===== src/rtl/dma_priority_arbiter.sv =====
// DMA priority arbiter: picks one of NUM_CH requests (fixed or rotating priority),
// runs the HRQ/HLDA bus-hold handshake with the CPU and drives a one-hot DACK.
module dma_priority_arbiter #(
    parameter int NUM_CH = 4,
    localparam int CHW = $clog2(NUM_CH)
) (
    input  logic              i_clk,
    input  logic              i_reset,
    input  logic [NUM_CH-1:0] i_dreq,
    input  logic [NUM_CH-1:0] i_sw_req,
    input  logic [NUM_CH-1:0] i_mask,
    input  logic              i_rot_pri,
    input  logic              i_dreq_act_low,
    input  logic              i_dack_act_high,
    input  logic              i_hlda,
    input  logic              i_svc_done,
    output logic              o_hrq,
    output logic [NUM_CH-1:0] o_dack,
    output logic [CHW-1:0]    o_act_ch,
    output logic              o_busy
);

    typedef enum logic [1:0] {
        IDLE    = 2'd0,
        REQ     = 2'd1,
        GRANT   = 2'd2,
        RELEASE = 2'd3
    } state_t;

    state_t             r_state;
    state_t             w_state_nxt;
    logic [CHW-1:0]     r_act_ch;
    logic [CHW-1:0]     w_act_ch_nxt;
    logic [CHW-1:0]     r_prio_ptr;
    logic [CHW-1:0]     w_prio_ptr_nxt;
    logic [NUM_CH-1:0]  w_req;
    logic [CHW-1:0]     w_base;
    logic [CHW:0]       w_sum;
    logic [CHW-1:0]     w_winner;
    logic               w_any_req;
    logic [NUM_CH-1:0]  w_onehot;

    assign w_req     = ((i_dreq ^ {NUM_CH{i_dreq_act_low}}) & ~i_mask) | i_sw_req;
    assign w_any_req = |w_req;
    assign w_base    = i_rot_pri ? r_prio_ptr : '0;

    // Walk from the lowest-priority slot up so the highest-priority requester is written last.
    always_comb begin
        // NOTE: every combinational output gets a default first so no path can infer a latch.
        w_winner = '0;
        w_sum    = '0;
        for (int off = NUM_CH - 1; off >= 0; off--) begin
            w_sum = {1'b0, w_base} + (CHW + 1)'(off);
            if (w_sum >= (CHW + 1)'(NUM_CH)) begin
                w_sum = w_sum - (CHW + 1)'(NUM_CH);
            end
            if (w_req[w_sum[CHW-1:0]]) begin
                w_winner = w_sum[CHW-1:0];
            end
        end
    end

    always_comb begin
        w_state_nxt    = r_state;
        w_act_ch_nxt   = r_act_ch;
        w_prio_ptr_nxt = r_prio_ptr;
        case (r_state)
            IDLE: begin
                if (w_any_req) begin
                    w_state_nxt  = REQ;
                    w_act_ch_nxt = w_winner;
                end
            end
            REQ: begin
                if (i_hlda) begin
                    w_state_nxt = w_req[r_act_ch] ? GRANT : RELEASE;
                end
            end
            GRANT: begin
                if (i_svc_done) begin
                    w_state_nxt = RELEASE;
                    if (i_rot_pri) begin
                        w_prio_ptr_nxt = (r_act_ch == CHW'(NUM_CH - 1)) ? '0 : r_act_ch + 1'b1;
                    end
                end else if (!i_hlda) begin
                    w_state_nxt = IDLE;
                end
            end
            RELEASE: begin
                if (!i_hlda) begin
                    w_state_nxt = IDLE;
                end
            end
            default: w_state_nxt = IDLE;
        endcase
    end

    always_ff @(posedge i_clk) begin
        // NOTE: state registers use non-blocking assignments so all flops update together.
        if (i_reset) begin
            r_state    <= IDLE;
            r_act_ch   <= '0;
            r_prio_ptr <= '0;
        end else begin
            r_state    <= w_state_nxt;
            r_act_ch   <= w_act_ch_nxt;
            r_prio_ptr <= w_prio_ptr_nxt;
        end
    end

    assign w_onehot = (r_state == GRANT) ? (NUM_CH'(1) << r_act_ch) : '0;
    assign o_dack   = w_onehot ^ {NUM_CH{~i_dack_act_high}};
    assign o_hrq    = (r_state == REQ) || (r_state == GRANT);
    assign o_busy   = (r_state != IDLE);
    assign o_act_ch = r_act_ch;

endmodule

===== config.mk =====
export PLATFORM = sky130hd
export DESIGN_NAME = dma_priority_arbiter
export DESIGN_NICKNAME = d
export VERILOG_FILES = /design/src/rtl/dma_priority_arbiter.sv
export SDC_FILE = /design/constraint.sdc
export NUM_CORES = 1
export LEC_CHECK = 0
export CORE_MARGIN = 2
export CORE_UTILIZATION = 47
export CTS_BUF_LIST = sky130_fd_sc_hd__clkbuf_16
export CTS_CLUSTER_DIAMETER = 200
export DETAILED_ROUTE_END_ITERATION = 7
export PLACE_DENSITY_LB_ADDON = 0.1
export RECOVER_POWER = 25
export SYNTH_ARGS = -nofsm -noshare
export SYNTH_HDL_FRONTEND = slang
export SYNTH_SLANG_ARGS = --single-unit

===== constraint.sdc =====
create_clock -name i_clk -period 3 [get_ports i_clk]
set_input_delay 0.6 -clock i_clk [delete_from_list [all_inputs] [get_ports i_clk]]
set_output_delay 0.6 -clock i_clk [all_outputs]
set_load 0.05 [all_outputs]

Yosys cells after proc, flatten, opt, wreduce, memory -nomap -nowiden
Index checks and enable logic that the tools add are counted.

operators by class
  bitwise gates (word level) = 6
  reduce and logical (&&, ||, !) cells = 7
  eq/ne operators = 6
  order comparisons = 9
  shifts and indexed selects = 1
  add/subtract/negate cells = 8
  multiplexer cells = 27

operator list
  kind                                                                           count
  2-bit two-way mux                                                              14
  2-bit by 3-bit less-than comparator with 1-bit output (second input constant)  5
  1-bit binary-select mux with 2-bit select                                      5
  3-bit >= comparator (second input constant)                                    3
  2-bit one-hot mux with 4 select lines                                          1
  2-bit by 1-bit subtractor with 2-bit output (second input constant)            4
  4-bit XOR                                                                      2
  2-bit by 2-bit adder with 3-bit output (second input constant)                 2
  2-bit == test (second input constant)                                          3
  1-bit two-way mux                                                              6
  4-bit bitwise AND                                                              1
  4-bit two-way mux                                                              1
  2-bit != test (second input constant)                                          2
  4-bit inverter                                                                 1
  4-bit OR                                                                       1
  2-bit AND reduction                                                            2
  4-bit OR reduction                                                             1
  1-bit by 2-bit << shifter with 4-bit output (first input constant)             1
  2-bit by 1-bit adder with 3-bit output (second input constant)                 1
  2-bit by 3-bit >= comparator with 1-bit output (second input constant)         1
  3-bit AND reduction                                                            1
  2-bit by 1-bit adder with 2-bit output (second input constant)                 1
  2-bit by 1-bit == test with 1-bit output (second input constant)               1
  2-bit logical NOT                                                              1
  other kinds (3)                                                                3

word-level totals
  logic and storage cells = 67
  register bits = 6
  input port bits = 19
  output and inout port bits = 8

Logic depth before layout (Yosys ltp)
Gate-level depths: netlist of the first run.

  word-level depth = 10
  depth in mapped cells = 7

Least setup slack after synthesis of the first run
No wires, ideal clock.

  kind = register to output
  start point = reg r_act_ch[0] (netlist: o_act_ch[0])
  end point = out o_dack[2]
  stages on the path, launching flop included = 5
  path slack = 0.447 ns
  buffers on the path = 0
  arrival = 1.953 ns
  path through = dfxtp_1 > inv_1 > ha_1 > nand2_1 > xor2_1

on the way
  longest elaborated chain between the ends = 3

ends and longest elaborated chain
  item                                         RTL line  text
  from (decl)                                  32        logic [CHW-1:0] r_act_ch;
  from (signal assigned)                       106       r_act_ch <= w_act_ch_nxt;
  1-bit by 2-bit << shifter with 4-bit output  111       assign w_onehot = (r_state == GRANT) ? (NUM_CH'(1) << r_act_ch) : '0;
  4-bit two-way mux                            111
  4-bit XOR                                    112       assign o_dack = w_onehot ^ {NUM_CH{~i_dack_act_high}};
  to (decl)                                    18        output logic [NUM_CH-1:0] o_dack,

Every way passes these cells.

Worst setup path in the final report of the first run
  start point = reg r_state[1]
  end point = out o_busy

on the way
  longest elaborated chain between the ends = 1

ends and longest elaborated chain
  item                    RTL line  text
  from (decl)             30        state_t r_state;
  from (signal assigned)  105       r_state <= w_state_nxt;
  2-bit nonzero test      114       assign o_busy = (r_state != IDLE);
  to (decl)               20        output logic o_busy

Every way passes these cells.

==> results.txt, run 1 <==
Routed len/inst - 13.9 microns
Synth warn - 0
Inserted Clock Buffers - 3
CTS Sinks - 6
Hold-fix buffers, CTS - 0
Dominant synthesized flop cell - dfxtp_1
Critical path cell sequence - inv_1 > ha_1 > inv_1 > clkdlybuf4s50_1
Worst r2r src - r_state[0]
RSZ-0062 raised after global routing - false
Setup CP Type - reg -> out
Crit end category - output port
R2r worst-path depth - 7
Placer Congestion - 0.857
Site Rows - 14
PostCTS Resize Cnt - 0
Post-synth EDFFs - 0
Total grt overflow - 0
Clk_lat worst skew - 230 ps
Commonest non-fill, non-tap cell in the layout - clkdlybuf4s50_1
Tot Pwr - 0.727 mW
Die H - 44.1 microns
Worst path slowest cell - clkdlybuf4s50_1
Antenna fix cells - 0
Post-Syn Area - 756 sq um
Yosys top cell area share - 0.159
Synth area leaders - dfxtp_1, ha_1, xor2_1
Fraction of layout cells with a size suffix above 1 - 0.121
Post-synth cell types - 37
Iteration-0 DRC Markers - 18
FF+latch count, synth - 6
Post-Synthesis Net Count - 124
Die area - 1940 sq um
Sequential fraction of the synthesis area - 0.159
Mapped Cells - 96
Nets - 154
First-pass GRT wire length - 3190 microns
Worst VDD drop - 0.607 mV
Max incr delay on CP - 810 ps
Via density - 5.63
Tightest Pin Transition - 501 ps
CP top delay family - buffers and inverters
Hold WC Path Type - reg -> reg
Slew HR - 0.665
WP buf/inv - 3
CTS root buffer - clkbuf_16
Leakage - 0.450 nW
Multi-input logic area - 598 sq um
CORE AREA - 1510 sq um
Storage element area - 120 sq um
Final slew viol count - 0
CP startpoint kind - flip-flop
Ys async rst share - 0
Final Setup Violations - 0
ANT nets after route - 0
Vias - 788
DRT Wirelength - 1950 microns
Reg2reg setup slack - 1250 ps
Post-route clock period utilization - 0.817
Vias in the first global route - 722
Clock H-tree levels - 1
Drt drc - 0
Clock Path Buffers - 2
Max Clk Rate - 0.408 GHz
Hold_sp - r_state[1]
Min Tclk post-route - 2450 ps
CTS clk-pin slew, worst paths - 30 ps
Initial antenna violation count - 0
Setup repair bufs after CTS - 0
IO Pins - 27
Arr. time, crit path - 1850 ps
Port Buf Inserts - 26
First-pass iteration count of the detailed router - 4
Area grow syn2layout - 45.2%
CTS tree - built
Instance count on the critical path - 4
Worst r2r dst - r_state[1]
Layout fillers - 120
GRT Resource Usage Total - 0.224
Largest net degree at the start of global routing - 9
Max_cap viols - 0
Status - completed
Hold Crit Depth - 2
CP dominant cell by count - inv_1
Req. time, crit path - 2400 ps
Final Hold Fails - 0
CP max FO - 5
Die width - 44.1 microns
Beginning of the critical path - r_state[1]
Area leader, netlist - dfxtp_1
Average size of a mapped cell - 7.87 sq um
Initial Utilization - 0.502
Final HPWL DP - 1550 microns
Pwr per Cell Area - 663 nW/um^2
Commonest cells after routing, fill and taps aside - clkdlybuf4s50_1, inv_1, o21ai_0, ha_1, nand2_1
Final setup TNS - 0 ps
Final Skew - 4.95 ps
Crit path to - o_busy
==> worst min-delay path by stage <==
stage / end / slack [ps]
6_report: r_state[1] / 510
5_1_grt: r_state[1] / 550
4_1_cts: r_state[1] / 510
3_5_place_dp: r_state[1] / 510
3_3_place_gp: r_state[1] / 500
2_1_floorplan: r_state[1] / 490
==> flip-flops by register name (all words and copies together), names as in the netlist <==
name,cells
o_act_ch,2
r_prio_ptr,2
r_state,2
==> cell families after synthesis <==
group / Yosys count / share of synthesized area
DFF: 6 / 0.159
xor gates and xnor gates: 8 / 0.0927
adders and majority gates: 9 / 0.149
buffers and inverters: 10 / 0.0497
and+or+nand+nor: 23 / 0.142
AOI/OAI and AO/OA: 38 / 0.381
muxes: 2 / 0.0265
==> area by class of cell <==
type | instances | area share
tap | 16 | 0.0182
timing repair buffer | 26 | 0.228
clock buffer | 3 | 0.0684
inverter | 9 | 0.0308
multi-input combinational | 80 | 0.545
sequential | 6 | 0.109
==> layer usage <==
metal	share of wire	GRT usage
met4	0.012	0.127
met5	0	0
met3	0.063	0.0163
met1	0.49	0.307
met2	0.44	0.347
==> worst register-to-register path, cell delays in order, from the launching register on <==
cell     delay (ps)
dfxtp_1         320
inv_1           130
ha_1            200
inv_1            80
a211o_2         310
o41ai_2         350
or3_1           170
a21oi_1          50
==> stage by stage <==
step / instance area [sq um] / hold WS [ps] / instances / setup WS (ps) / util
after global routing: 1100 / 554 / 140 / 492 / 0.728
after floorplan: 756 / 485 / 96 / 447 / -
after detailed placement: 1020 / 510 / 137 / 553 / 0.679
after CTS: 1100 / 515 / 140 / 552 / 0.728
after global placement: 1020 / 505 / 137 / 550 / 0.679
final: 1100 / 513 / 140 / 549 / 0.728
==> Yosys cell counts, types with 2 or more instances <==
cell type	instances
dfxtp_1	6
xor2_1	6
nand2_1	8
o31ai_1	2
inv_1	9
and2_1	2
a21oi_1	7
ha_1	9
a21o_2	2
nor2_1	7
o21a_1	2
mux2i_1	2
xnor2_1	2
o21ai_0	9
==> power by group <==
group / switching (mW) / leakage, nW / internal (mW) / total, mW
logic: 0.239 / 0.364 / 0.154 / 0.393
registers: 0.0190 / 0.0490 / 0.0962 / 0.115
clock network: 0.0474 / 0.0370 / 0.171 / 0.219
total: 0.306 / 0.450 / 0.421 / 0.727
No activity file was read; power rests on OpenSTA's default activity.
==> run 2: changes to the inputs <==
- CORE_UTILIZATION: 47 -> 44
- clock period: 3 -> 2.4 ns (I/O delays scaled with it)
==> run 2 against run 1 <==
- utilization is 1.3 points higher
- combinational power is 33% higher
- via count rose by 3.2%
- sequential power increased by 26%
- cell area grew 5.4%
- flip-flop and latch count is the same
- largest power group unchanged
- die area grew 6.2%
- first-iteration DRC count grew 100%
- setup slack worse by 430 ps
- worst hold slack better by 33 ps
==> results.txt, run 2 (same netlist as run 1, synthesis figures left out) <==
Hold-fix buffers, CTS - 0 (unchanged)
Port Buf Inserts - 26 (unchanged)
Clock H-tree levels - 1 (unchanged)
Antenna fix cells - 0 (unchanged)
Initial Utilization - 0.485 (was 0.502)
Final Skew - 0.776 ps (was 4.95 ps)
ANT nets after route - 0 (unchanged)
Commonest cells after routing, fill and taps aside - clkdlybuf4s50_1, inv_1, o21ai_0, ha_1, nand2_1 (unchanged)
Final Setup Violations - 0 (unchanged)
Crit end category - output port (unchanged)
Hold Crit Depth - 2 (unchanged)
Vias - 813 (was 788)
Tightest Pin Transition - 588 ps (was 501 ps)
Initial antenna violation count - 0 (unchanged)
CP startpoint kind - flip-flop (unchanged)
Hold WS - 547 ps (was 513 ps)
CTS tree - built (unchanged)
Slew HR - 0.609 (was 0.665)
Hold_sp - r_state[1] (unchanged)
Status - completed (unchanged)
Final HPWL DP - 1640 microns (was 1550 microns)
Tot Pwr - 0.929 mW (was 0.727 mW)
CTS clk-pin slew, worst paths - 30 ps (about the same)
Final setup TNS - 0 ps (unchanged)
WL met3 - 106 microns (was 123 microns)
CTS root buffer - clkbuf_16 (unchanged)
R2r worst-path depth - 7 (unchanged)
Max_cap viols - 0 (unchanged)
Clk_lat worst skew - 220 ps (was 230 ps)
Min Tclk post-route - 2280 ps
First-pass GRT wire length - 3040 microns (was 3190 microns)
RSZ-0062 raised after global routing - false (unchanged)
Site Rows - 14 (unchanged)
Worst r2r src - r_state[0] (unchanged)
Storage element area - 120 sq um (unchanged)
Metal-1 WL - 889 microns (was 947 microns)
Worst path slowest cell - clkdlybuf4s50_1 (unchanged)
Iteration-0 DRC Markers - 36 (was 18)
Largest net degree at the start of global routing - 9 (unchanged)
WP buf/inv - 2 (was 3)
CP max FO - 5 (unchanged)
Clock Path Buffers - 2 (unchanged)
Post-place setup slack - 13.2 ps (was 553 ps)
Max Clk Rate - 0.439 GHz
Pwr per Cell Area - 803 nW/um^2 (was 663 nW/um^2)
Area grow syn2layout - 53.0% (was 45.2%)
Drt drc - 0 (unchanged)
Setup repair bufs after CTS - 0 (unchanged)
First-pass iteration count of the detailed router - 4 (unchanged)
CORE AREA - 1560 sq um (was 1510 sq um)
CTS Sinks - 6 (unchanged)
IO Pins - 27 (unchanged)
Nets - 154 (unchanged)
CP top delay family - buffers and inverters (unchanged)
Top layer in use - met4 (unchanged)
Routed len/inst - 14.5 microns (was 13.9 microns)
Commonest non-fill, non-tap cell in the layout - clkdlybuf4s50_1 (unchanged)
Die width - 45.4 microns (was 44.1 microns)
Post-route clock period utilization - 0.949
Final slew viol count - 0 (unchanged)
Setup CP Type - reg -> out (unchanged)
GRT Resource Usage Total - 0.204 (was 0.224)
Layout fillers - 115 (was 120)
Worst r2r dst - r_state[1] (unchanged)
Vias in the first global route - 722 (unchanged)
Total grt overflow - 0 (unchanged)
DR WL met2 - 1030 microns (was 852 microns)
Hold WC Path Type - reg -> reg (unchanged)
Inserted Clock Buffers - 3 (unchanged)
Die area - 2070 sq um (was 1940 sq um)
WHS Endpoint - r_state[1] (unchanged)
Beginning of the critical path - r_state[1] (unchanged)
Max incr delay on CP - 800 ps (was 810 ps)
Reg2reg setup slack - 620 ps (was 1250 ps)
Arr. time, crit path - 1800 ps (was 1850 ps)
Critical path cell sequence - inv_1 > ha_1 > clkdlybuf4s50_1 (was inv_1 > ha_1 > inv_1 > clkdlybuf4s50_1)
Fraction of layout cells with a size suffix above 1 - 0.137 (was 0.121)
Final Hold Fails - 0 (unchanged)
Multi-input logic area - 613 sq um (was 598 sq um)
Die H - 45.4 microns (was 44.1 microns)
Worst VDD drop - 0.858 mV (was 0.607 mV)
Final worst slack - 122 ps (was 549 ps)
DRT Wirelength - 2030 microns (was 1950 microns)
Leakage - 0.466 nW (was 0.450 nW)
PostCTS Resize Cnt - 0 (unchanged)
Req. time, crit path - 1920 ps (was 2400 ps)
Via density - 5.81 (was 5.63)
Placer Congestion - 0.855 (was 0.857)
run 2: changes by cell type in the layout (fill, tap and decap cells not counted), sizes merged:
cell / before / now
clkbuf: 3 / 4
dlygate4sd3: 1 / 0
run 2: worst max-delay path by stage:
stage                             end  depth (start not counted)
after detailed placement  o_act_ch[1]                          6
after global routing            o_hrq                          3
after CTS                       o_hrq                          3
after global placement    o_act_ch[1]                          6
final                           o_hrq                          3
after floorplan             o_dack[1]                          4
run 2: stage by stage:
stage,util,instances,cell area [sq um]
2_1_floorplan,-,96,771
3_3_place_gp,0.696,137,1080
3_5_place_dp,0.696,137,1080
4_1_cts,0.744,140,1160
5_1_grt,0.742,140,1160
6_report,0.742,140,1160
run 2: area by class of cell:
class / count / share of cell area
multi-input combinational: 80 / 0.530
sequential: 6 / 0.104
timing repair buffer: 26 / 0.254
clock buffer: 3 / 0.0649
tap: 16 / 0.0173
inverter: 9 / 0.0292
run 2: metal layers:
metal,track usage,vias to the layer above
met1,0.251,371
met4,0.0353,0
met5,0,-
li1,-,401
met2,0.377,39
met3,0.0238,2
run 2: worst min-delay path, cell delays in order (launching register included):
cell	delay, ps
dfxtp_1	340
o31ai_1	90
a21oi_1	70
run 2: power breakdown:
part | total [mW] | switching [mW] | internal, mW
logic | 0.521 | 0.316 | 0.205
clock network | 0.263 | 0.0501 | 0.213
registers | 0.145 | 0.0245 | 0.120
total | 0.929 | 0.391 | 0.538
